## src/rtl/pixel_capture_sequencer_if.sv

```systemverilog
// pixel_capture_sequencer_if: camera timing/byte inputs, queue-full flags and pixel write outputs of the capture sequencer
interface pixel_capture_sequencer_if;
  logic vsync;
  logic href;
  logic pix_vld;
  logic [7:0] din;
  logic Rful;
  logic Gful;
  logic Bful;
  logic [11:0] pshdta;
  logic Wrtcmplt;
  logic frame_done;
  logic [7:0] drop_cnt;
  logic busy;
  modport master (
    output vsync, href, pix_vld, din, Rful, Gful, Bful,
    input pshdta, Wrtcmplt, frame_done, drop_cnt, busy
  );
  modport slave (
    input vsync, href, pix_vld, din, Rful, Gful, Bful,
    output pshdta, Wrtcmplt, frame_done, drop_cnt, busy
  );
endinterface

```

## src/rtl/pixel_capture_sequencer.sv

```systemverilog
// pixel_capture_sequencer: picks three lines per frame from vsync/href timing and packs camera byte pairs into RGB444 queue writes
module pixel_capture_sequencer #(
  parameter logic [7:0] LINE_A = 8'h20,
  parameter logic [7:0] LINE_B = 8'h80,
  parameter logic [7:0] LINE_C = 8'hF0,
  parameter int PIX_PER_LINE = 64
) (
  input logic clk,
  input logic res,
  pixel_capture_sequencer_if.slave bus
);
  typedef enum logic [2:0] {IDLE, SYNC, WAIT_LINE, CAPTURE, LINE_END} state_t;
  state_t state, state_nxt;
  logic vs_q, hr_q, wrapped, phase, fd_nxt;
  logic [7:0] line_cnt, pix_cnt, cap_line;
  logic [3:0] r;
  logic vs_rise, vs_fall, hr_rise, hr_fall, sel, take, full, start;
  assign vs_rise = bus.vsync & ~vs_q;
  assign vs_fall = ~bus.vsync & vs_q;
  assign hr_rise = bus.href & ~hr_q;
  assign hr_fall = ~bus.href & hr_q;
  assign sel = ~wrapped & (line_cnt == LINE_A | line_cnt == LINE_B | line_cnt == LINE_C);
  assign take = state == CAPTURE & bus.pix_vld & phase;
  assign full = bus.Rful | bus.Gful | bus.Bful;
  assign start = state == WAIT_LINE & state_nxt == CAPTURE;
  assign bus.busy = state != IDLE;
  always_comb begin
    state_nxt = state;
    fd_nxt = 1'b0;
    case (state)
      IDLE: state_nxt = bus.vsync ? SYNC : IDLE;
      SYNC: state_nxt = vs_fall ? WAIT_LINE : SYNC;
      WAIT_LINE: state_nxt = hr_rise & sel ? CAPTURE : WAIT_LINE;
      CAPTURE: state_nxt = hr_fall | (take & pix_cnt == 8'(PIX_PER_LINE - 1)) ? LINE_END : CAPTURE;
      LINE_END: begin
        fd_nxt = cap_line == LINE_C;
        state_nxt = fd_nxt ? IDLE : WAIT_LINE;
      end
      default: state_nxt = IDLE;
    endcase
    // a new frame starting mid-sequence abandons the current one without frame_done
    if (vs_rise) begin
      state_nxt = SYNC;
      fd_nxt = 1'b0;
    end
  end
  always_ff @(posedge clk or posedge res) begin
    if (res) begin
      state <= IDLE;
      vs_q <= 1'b0;
      hr_q <= 1'b0;
      wrapped <= 1'b0;
      phase <= 1'b0;
      line_cnt <= 8'd0;
      pix_cnt <= 8'd0;
      cap_line <= 8'd0;
      r <= 4'd0;
      bus.pshdta <= 12'd0;
      bus.Wrtcmplt <= 1'b0;
      bus.frame_done <= 1'b0;
      bus.drop_cnt <= 8'd0;
    end else begin
      state <= state_nxt;
      vs_q <= bus.vsync;
      hr_q <= bus.href;
      bus.frame_done <= fd_nxt;
      bus.Wrtcmplt <= take & ~full;
      if (take & ~full) bus.pshdta <= {r, bus.din};
      if (take & full & bus.drop_cnt != 8'hFF) bus.drop_cnt <= bus.drop_cnt + 8'd1;
      if (vs_rise) begin
        line_cnt <= 8'd0;
        wrapped <= 1'b0;
      end else if (hr_fall) begin
        line_cnt <= line_cnt + 8'd1;
        if (line_cnt == 8'hFF) wrapped <= 1'b1;
      end
      if (start) begin
        pix_cnt <= 8'd0;
        phase <= 1'b0;
        cap_line <= line_cnt;
      end else if (state == CAPTURE & bus.pix_vld) begin
        phase <= ~phase;
        if (!phase) r <= bus.din[3:0];
        else pix_cnt <= pix_cnt + 8'd1;
      end
    end
  end
endmodule

```

## src/flat_wrapper.sv

```systemverilog
// flat-port wrapper written by rule: the top's interface ports become plain ports
module pixel_capture_sequencer_flat 
#(
  parameter logic [7:0] LINE_A = 8'h20,
  parameter logic [7:0] LINE_B = 8'h80,
  parameter logic [7:0] LINE_C = 8'hF0,
  parameter int PIX_PER_LINE = 64
)
  (clk, res, bus_vsync, bus_href, bus_pix_vld, bus_din, bus_Rful, bus_Gful, bus_Bful, bus_pshdta, bus_Wrtcmplt, bus_frame_done, bus_drop_cnt, bus_busy);
  pixel_capture_sequencer_if bus_i ();
  input logic clk;
  input logic res;
  input wire logic [$bits(bus_i.vsync)-1:0] bus_vsync;
  input wire logic [$bits(bus_i.href)-1:0] bus_href;
  input wire logic [$bits(bus_i.pix_vld)-1:0] bus_pix_vld;
  input wire logic [$bits(bus_i.din)-1:0] bus_din;
  input wire logic [$bits(bus_i.Rful)-1:0] bus_Rful;
  input wire logic [$bits(bus_i.Gful)-1:0] bus_Gful;
  input wire logic [$bits(bus_i.Bful)-1:0] bus_Bful;
  output wire logic [$bits(bus_i.pshdta)-1:0] bus_pshdta;
  output wire logic [$bits(bus_i.Wrtcmplt)-1:0] bus_Wrtcmplt;
  output wire logic [$bits(bus_i.frame_done)-1:0] bus_frame_done;
  output wire logic [$bits(bus_i.drop_cnt)-1:0] bus_drop_cnt;
  output wire logic [$bits(bus_i.busy)-1:0] bus_busy;
  assign bus_i.vsync = bus_vsync;
  assign bus_i.href = bus_href;
  assign bus_i.pix_vld = bus_pix_vld;
  assign bus_i.din = bus_din;
  assign bus_i.Rful = bus_Rful;
  assign bus_i.Gful = bus_Gful;
  assign bus_i.Bful = bus_Bful;
  assign bus_pshdta = bus_i.pshdta;
  assign bus_Wrtcmplt = bus_i.Wrtcmplt;
  assign bus_frame_done = bus_i.frame_done;
  assign bus_drop_cnt = bus_i.drop_cnt;
  assign bus_busy = bus_i.busy;
  pixel_capture_sequencer #(.LINE_A(LINE_A), .LINE_B(LINE_B), .LINE_C(LINE_C), .PIX_PER_LINE(PIX_PER_LINE)) u_core (.clk(clk), .res(res), .bus(bus_i));
endmodule
```

## config.mk

```make
export PLATFORM = sky130hd
export DESIGN_NAME = pixel_capture_sequencer_flat
export DESIGN_NICKNAME = d
export VERILOG_FILES = /design/src/rtl/pixel_capture_sequencer_if.sv /design/src/rtl/pixel_capture_sequencer.sv /design/src/flat_wrapper.sv
export SDC_FILE = /design/constraint.sdc
export NUM_CORES = 1
export LEC_CHECK = 0
export CORE_ASPECT_RATIO = 1.25
export CORE_MARGIN = 2
export CORE_UTILIZATION = 57
export DETAILED_ROUTE_END_ITERATION = 16
export PLACE_DENSITY = 0.86
export SYNTH_ARGS = -nofsm -noshare
export SYNTH_HDL_FRONTEND = slang
export SYNTH_SLANG_ARGS = --single-unit
```

## constraint.sdc

```tcl
create_clock -name clk -period 5.21 [get_ports clk]
set_input_delay 1.042 -clock clk [delete_from_list [all_inputs] [get_ports clk]]
set_output_delay 1.042 -clock clk [all_outputs]
set_load 0.005 [all_outputs]
```

==> summary.md <==
| Metric | Value |
|---|---|
| Status | `complete, no violations` |
| Cell area after synthesis | `~2500 sq um` |
| Overall global routing resource usage | `20.8%` |
| Endpoint class of the critical path | `register` |
| Total non-filler cell area in the finished layout | `around 3100 sq um` |
| Layout cell share with drive strength beyond 1 | `18.0%` |
| Mean Syn Cell Area | `~12 sq um` |
| Total I/O pin count | `39` |
| Crit path setup slack, layout | `~2.5 ns` |
| Fin Setup TNS | `0 ns` |
| Number of slew-limit violations in the final report | `0` |
| Detailed-route wire length | `4550 microns` |
| Maximum frequency from static timing analysis | `372 MHz` |
| Max-Slew Margin vs Limit | `between 40 and 50%` |
| Post-CTS Hold Fix Bufs | `0` |
| Total of endpoints with negative setup slack in the final report | `0` |
| Area of the multi-input gates | `a little over 1000 sq um` |
| TritonCTS buffer count | `9` |
| Post-CTS setup buffers | `0` |
| Cell area after placement | `2940 sq um` |
| Total Nets Final | `277` |
| Vias | `around 1700` |
| Antenna fix cells | `0` |
| TritonCTS clock tree | `built` |
| Number of standard-cell rows in the floorplan | `26` |
| Data required time at the worst endpoint | `about 5.4 ns` |
| Avg Vias per Cell | `5.29` |
| Unrepaired setup endpoints after global routing | `false` |
| Number of antenna violations at the first check in global routing | `0` |
| Commonest register cell after synthesis | `sky130_fd_sc_hd__dfrtp_1` |
| Type of the worst setup path | `input pin to register` |
| Startpoint type of the worst setup path | `input pin` |
| Pin count of the biggest net entering global routing | `58` |
| Die Span Y | `about 78 microns` |
| Area fraction of the dominant cell type after synthesis | `a little under three fifths` |
| Area occupied by registers | `between 1000 and 1500 sq um` |
| IO buf count | `38` |
| Post-synth EDFFs | `0` |
| Via count of the first global-routing pass | `between 1500 and 2000` |
| First-pass iteration count of the detailed router | `4` |
| Tightest Pin Transition | `a little over 0.8 ns` |
| Post-CTS Resized | `0` |
| Area of the die | `roughly 4900 sq um` |
| Count of state elements after synthesis | `57` |
| Max cap viols | `0` |
| First-pass GRT wire length | `approximately 7800 microns` |
| CP Data Arrival Time | `between 2 and 3 ns` |
| Clock Latency Late Sink | `0.33 ns` |
| Hold crit path type | `register to register` |
| Remaining design rule violation count | `0` |
| CTS clock-pin slew for the worst setup and hold paths | `approximately 0.060 ns` |
| Peak VDD IR | `approximately 0.28 mV` |
| Post-route minimum period | `2.69 ns` |
| Number of instances in the synthesized netlist | `about 210` |
| Power per cell area | `approximately 390 nW/um^2` |
| Worst slack after detailed placement | `around 2.2 ns` |
| Fraction of the yosys area taken by sequential cells | `57.0%` |
| DRC violation total after the first TritonRoute iteration | `just under 100` |
| Total design power | `approximately 1.2 mW` |
| Final weighted congestion in routability-driven placement | `between 0.7 and 0.8` |
| Yosys Warn Count | `0` |
| Cell types with the largest area share after synthesis | `sky130_fd_sc_hd__dfrtp_1, sky130_fd_sc_hd__mux2_2, sky130_fd_sc_hd__xor2_1` |
| Buffer cell driving the clock tree root | `sky130_fd_sc_hd__clkbuf_8` |
| Async S/R FF share, synth | `100%` |
| Width of the die | `between 60 and 70 microns` |
| Leakage | `around 1.5 nW` |
| H-tree level count | `3` |
| Max clock buf depth | `2` |
| Worst clock skew | `approximately 0.0068 ns` |
| Filler cells | `301` |
| Final worst path period share | `between 50% and 60%` |
| GR Overflow Total | `0` |
| Worst hold slack | `0.500 ns` |
| Placed wire-length estimate | `about 3000 microns` |
| Core region area | `4160 sq um` |
| Area Overhead vs Synth | `24.5%` |
| Clock sink total | `57` |
| Effective utilization at floorplan | `60.1%` |
| Final ANT Viol Nets | `0` |
| Routed len/inst | `between 10 and 15 microns` |
| Final Hold Viols | `0` |
| Dominant cell type by area after synthesis | `sky130_fd_sc_hd__dfrtp_1` |
| Synthesized netlist net count | `roughly 230` |
| Crit-path max FO | `11` |
| Unique cell type count in the Yosys netlist | `35` |
==> cell usage in the layout (no fill, tap or decap), types with 4 or more instances in the layout <==
cell type                         instances
sky130_fd_sc_hd__nor2b_1                  4
sky130_fd_sc_hd__xnor2_1                 10
sky130_fd_sc_hd__nor2_1                  23
sky130_fd_sc_hd__clkbuf_8                12
sky130_fd_sc_hd__a21oi_1                  6
sky130_fd_sc_hd__nand2_1                 18
sky130_fd_sc_hd__xor2_1                  12
sky130_fd_sc_hd__dfrtp_1                 57
sky130_fd_sc_hd__nand4_1                  6
sky130_fd_sc_hd__ha_1                     4
sky130_fd_sc_hd__mux2_2                  23
sky130_fd_sc_hd__and3_1                   5
sky130_fd_sc_hd__inv_1                    6
sky130_fd_sc_hd__nand3_1                  8
sky130_fd_sc_hd__clkdlybuf4s50_1         38
==> worst max-delay path: stages <==
cell and delay [ns]:
sky130_fd_sc_hd__clkdlybuf4s50_1 0.50, sky130_fd_sc_hd__nor4b_1 0.25, sky130_fd_sc_hd__and4b_1 0.26, sky130_fd_sc_hd__inv_1 0.05, sky130_fd_sc_hd__a21oi_1 0.66, sky130_fd_sc_hd__nor2_1 0.11
==> final cells by class <==
type / instances / share of cell area (%)
multi-input cells: 143 / 32.9
repair buffers: 39 / 12.4
clock inverters: 3 / 0.482
flip-flops and latches: 57 / 45.8
clock buffers: 12 / 5.30
well taps: 56 / 2.25
inverters: 7 / 0.843
==> cell families (layout without fill, tap and decap cells) <==
kind of cell | count (synthesis) | in the layout | share of synthesized area (%)
AO/OA/AOI/OAI | 13 | 13 | 3.75
AND/OR/NAND/NOR | 81 | 81 | 17.1
flip-flops | 57 | 57 | 57.0
adder cells (fa/ha/maj) | 4 | 4 | 2.00
XOR/XNOR | 22 | 22 | 7.70
buffers and inverters | 11 | 61 | 2.05
multiplexers | 23 | 23 | 10.4
==> final timing paths <==
| path | slack [ns] | from | to | depth (start not counted) |
|---|---|---|---|---|
| setup / recovery | 2.52 | bus_href | u_core.pix_cnt[4] | 6 |
| hold / removal | 0.50 | u_core.cap_line[4] | u_core.cap_line[4] | 1 |
| setup reg to reg | 3.14 | u_core.state[2] | u_core.bus.pshdta[9] | 4 |
| hold reg to reg | 0.50 | u_core.cap_line[4] | u_core.cap_line[4] | 1 |
| max in group asynchronous | 3.54 | res | u_core.pix_cnt[1] | 3 |
| min in group asynchronous | 1.22 | res | u_core.bus.pshdta[10] | 3 |
==> cell usage after synthesis (2+ instances only) <==
| cell | n |
|---|---|
| sky130_fd_sc_hd__and3_1 | 5 |
| sky130_fd_sc_hd__nand3_1 | 8 |
| sky130_fd_sc_hd__nand4_1 | 6 |
| sky130_fd_sc_hd__mux2_2 | 23 |
| sky130_fd_sc_hd__or3_1 | 2 |
| sky130_fd_sc_hd__inv_1 | 7 |
| sky130_fd_sc_hd__nor3_1 | 2 |
| sky130_fd_sc_hd__buf_2 | 2 |
| sky130_fd_sc_hd__nor2b_1 | 4 |
| sky130_fd_sc_hd__nor2_1 | 23 |
| sky130_fd_sc_hd__o21ai_0 | 3 |
| sky130_fd_sc_hd__dfrtp_1 | 57 |
| sky130_fd_sc_hd__xor2_1 | 12 |
| sky130_fd_sc_hd__nand2b_1 | 2 |
| sky130_fd_sc_hd__ha_1 | 4 |
| sky130_fd_sc_hd__xnor2_1 | 10 |
| sky130_fd_sc_hd__nand2_1 | 18 |
| sky130_fd_sc_hd__a21oi_1 | 6 |
==> routing by layer <==
| metal | GRT usage [%] | wire, microns | vias to the layer above |
|---|---|---|---|
| met1 | 25.5 | 1950 | 806 |
| met2 | 33.7 | 2270 | 41 |
| li1 | - | - | 817 |
| met5 | 0 | 0 | - |
| met4 | 9.78 | 102 | 0 |
| met3 | 6.59 | 232 | 12 |
==> report_power, final <==
group / leakage, nW / internal (mW) / switching, mW
Clock: 0.0980 / 0.206 / 0.163
Combinational: 0.601 / 0.162 / 0.105
Sequential: 0.768 / 0.525 / 0.0634
==> sequential cells by signal (all words and copies together) (netlist names) <==
register,flops
u_core.bus.pshdta,12
u_core.phase,1
u_core.bus.drop_cnt,8
u_core.vs_q,1
u_core.bus.frame_done,1
u_core.state,3
u_core.line_cnt,8
u_core.pix_cnt,8
u_core.wrapped,1
u_core.bus.Wrtcmplt,1
u_core.r,4
u_core.cap_line,8
u_core.hr_q,1
==> per-stage QoR <==
| step | utilization, % | instances |
|---|---|---|
| after global routing | 74.8 | 317 |
| final | 74.8 | 317 |
| after CTS | 74.8 | 317 |
| after detailed placement | 70.5 | 302 |
| after global placement | 70.5 | 302 |
| after floorplan | - | 211 |
Note: power is estimated with default switching activity, not from simulation.
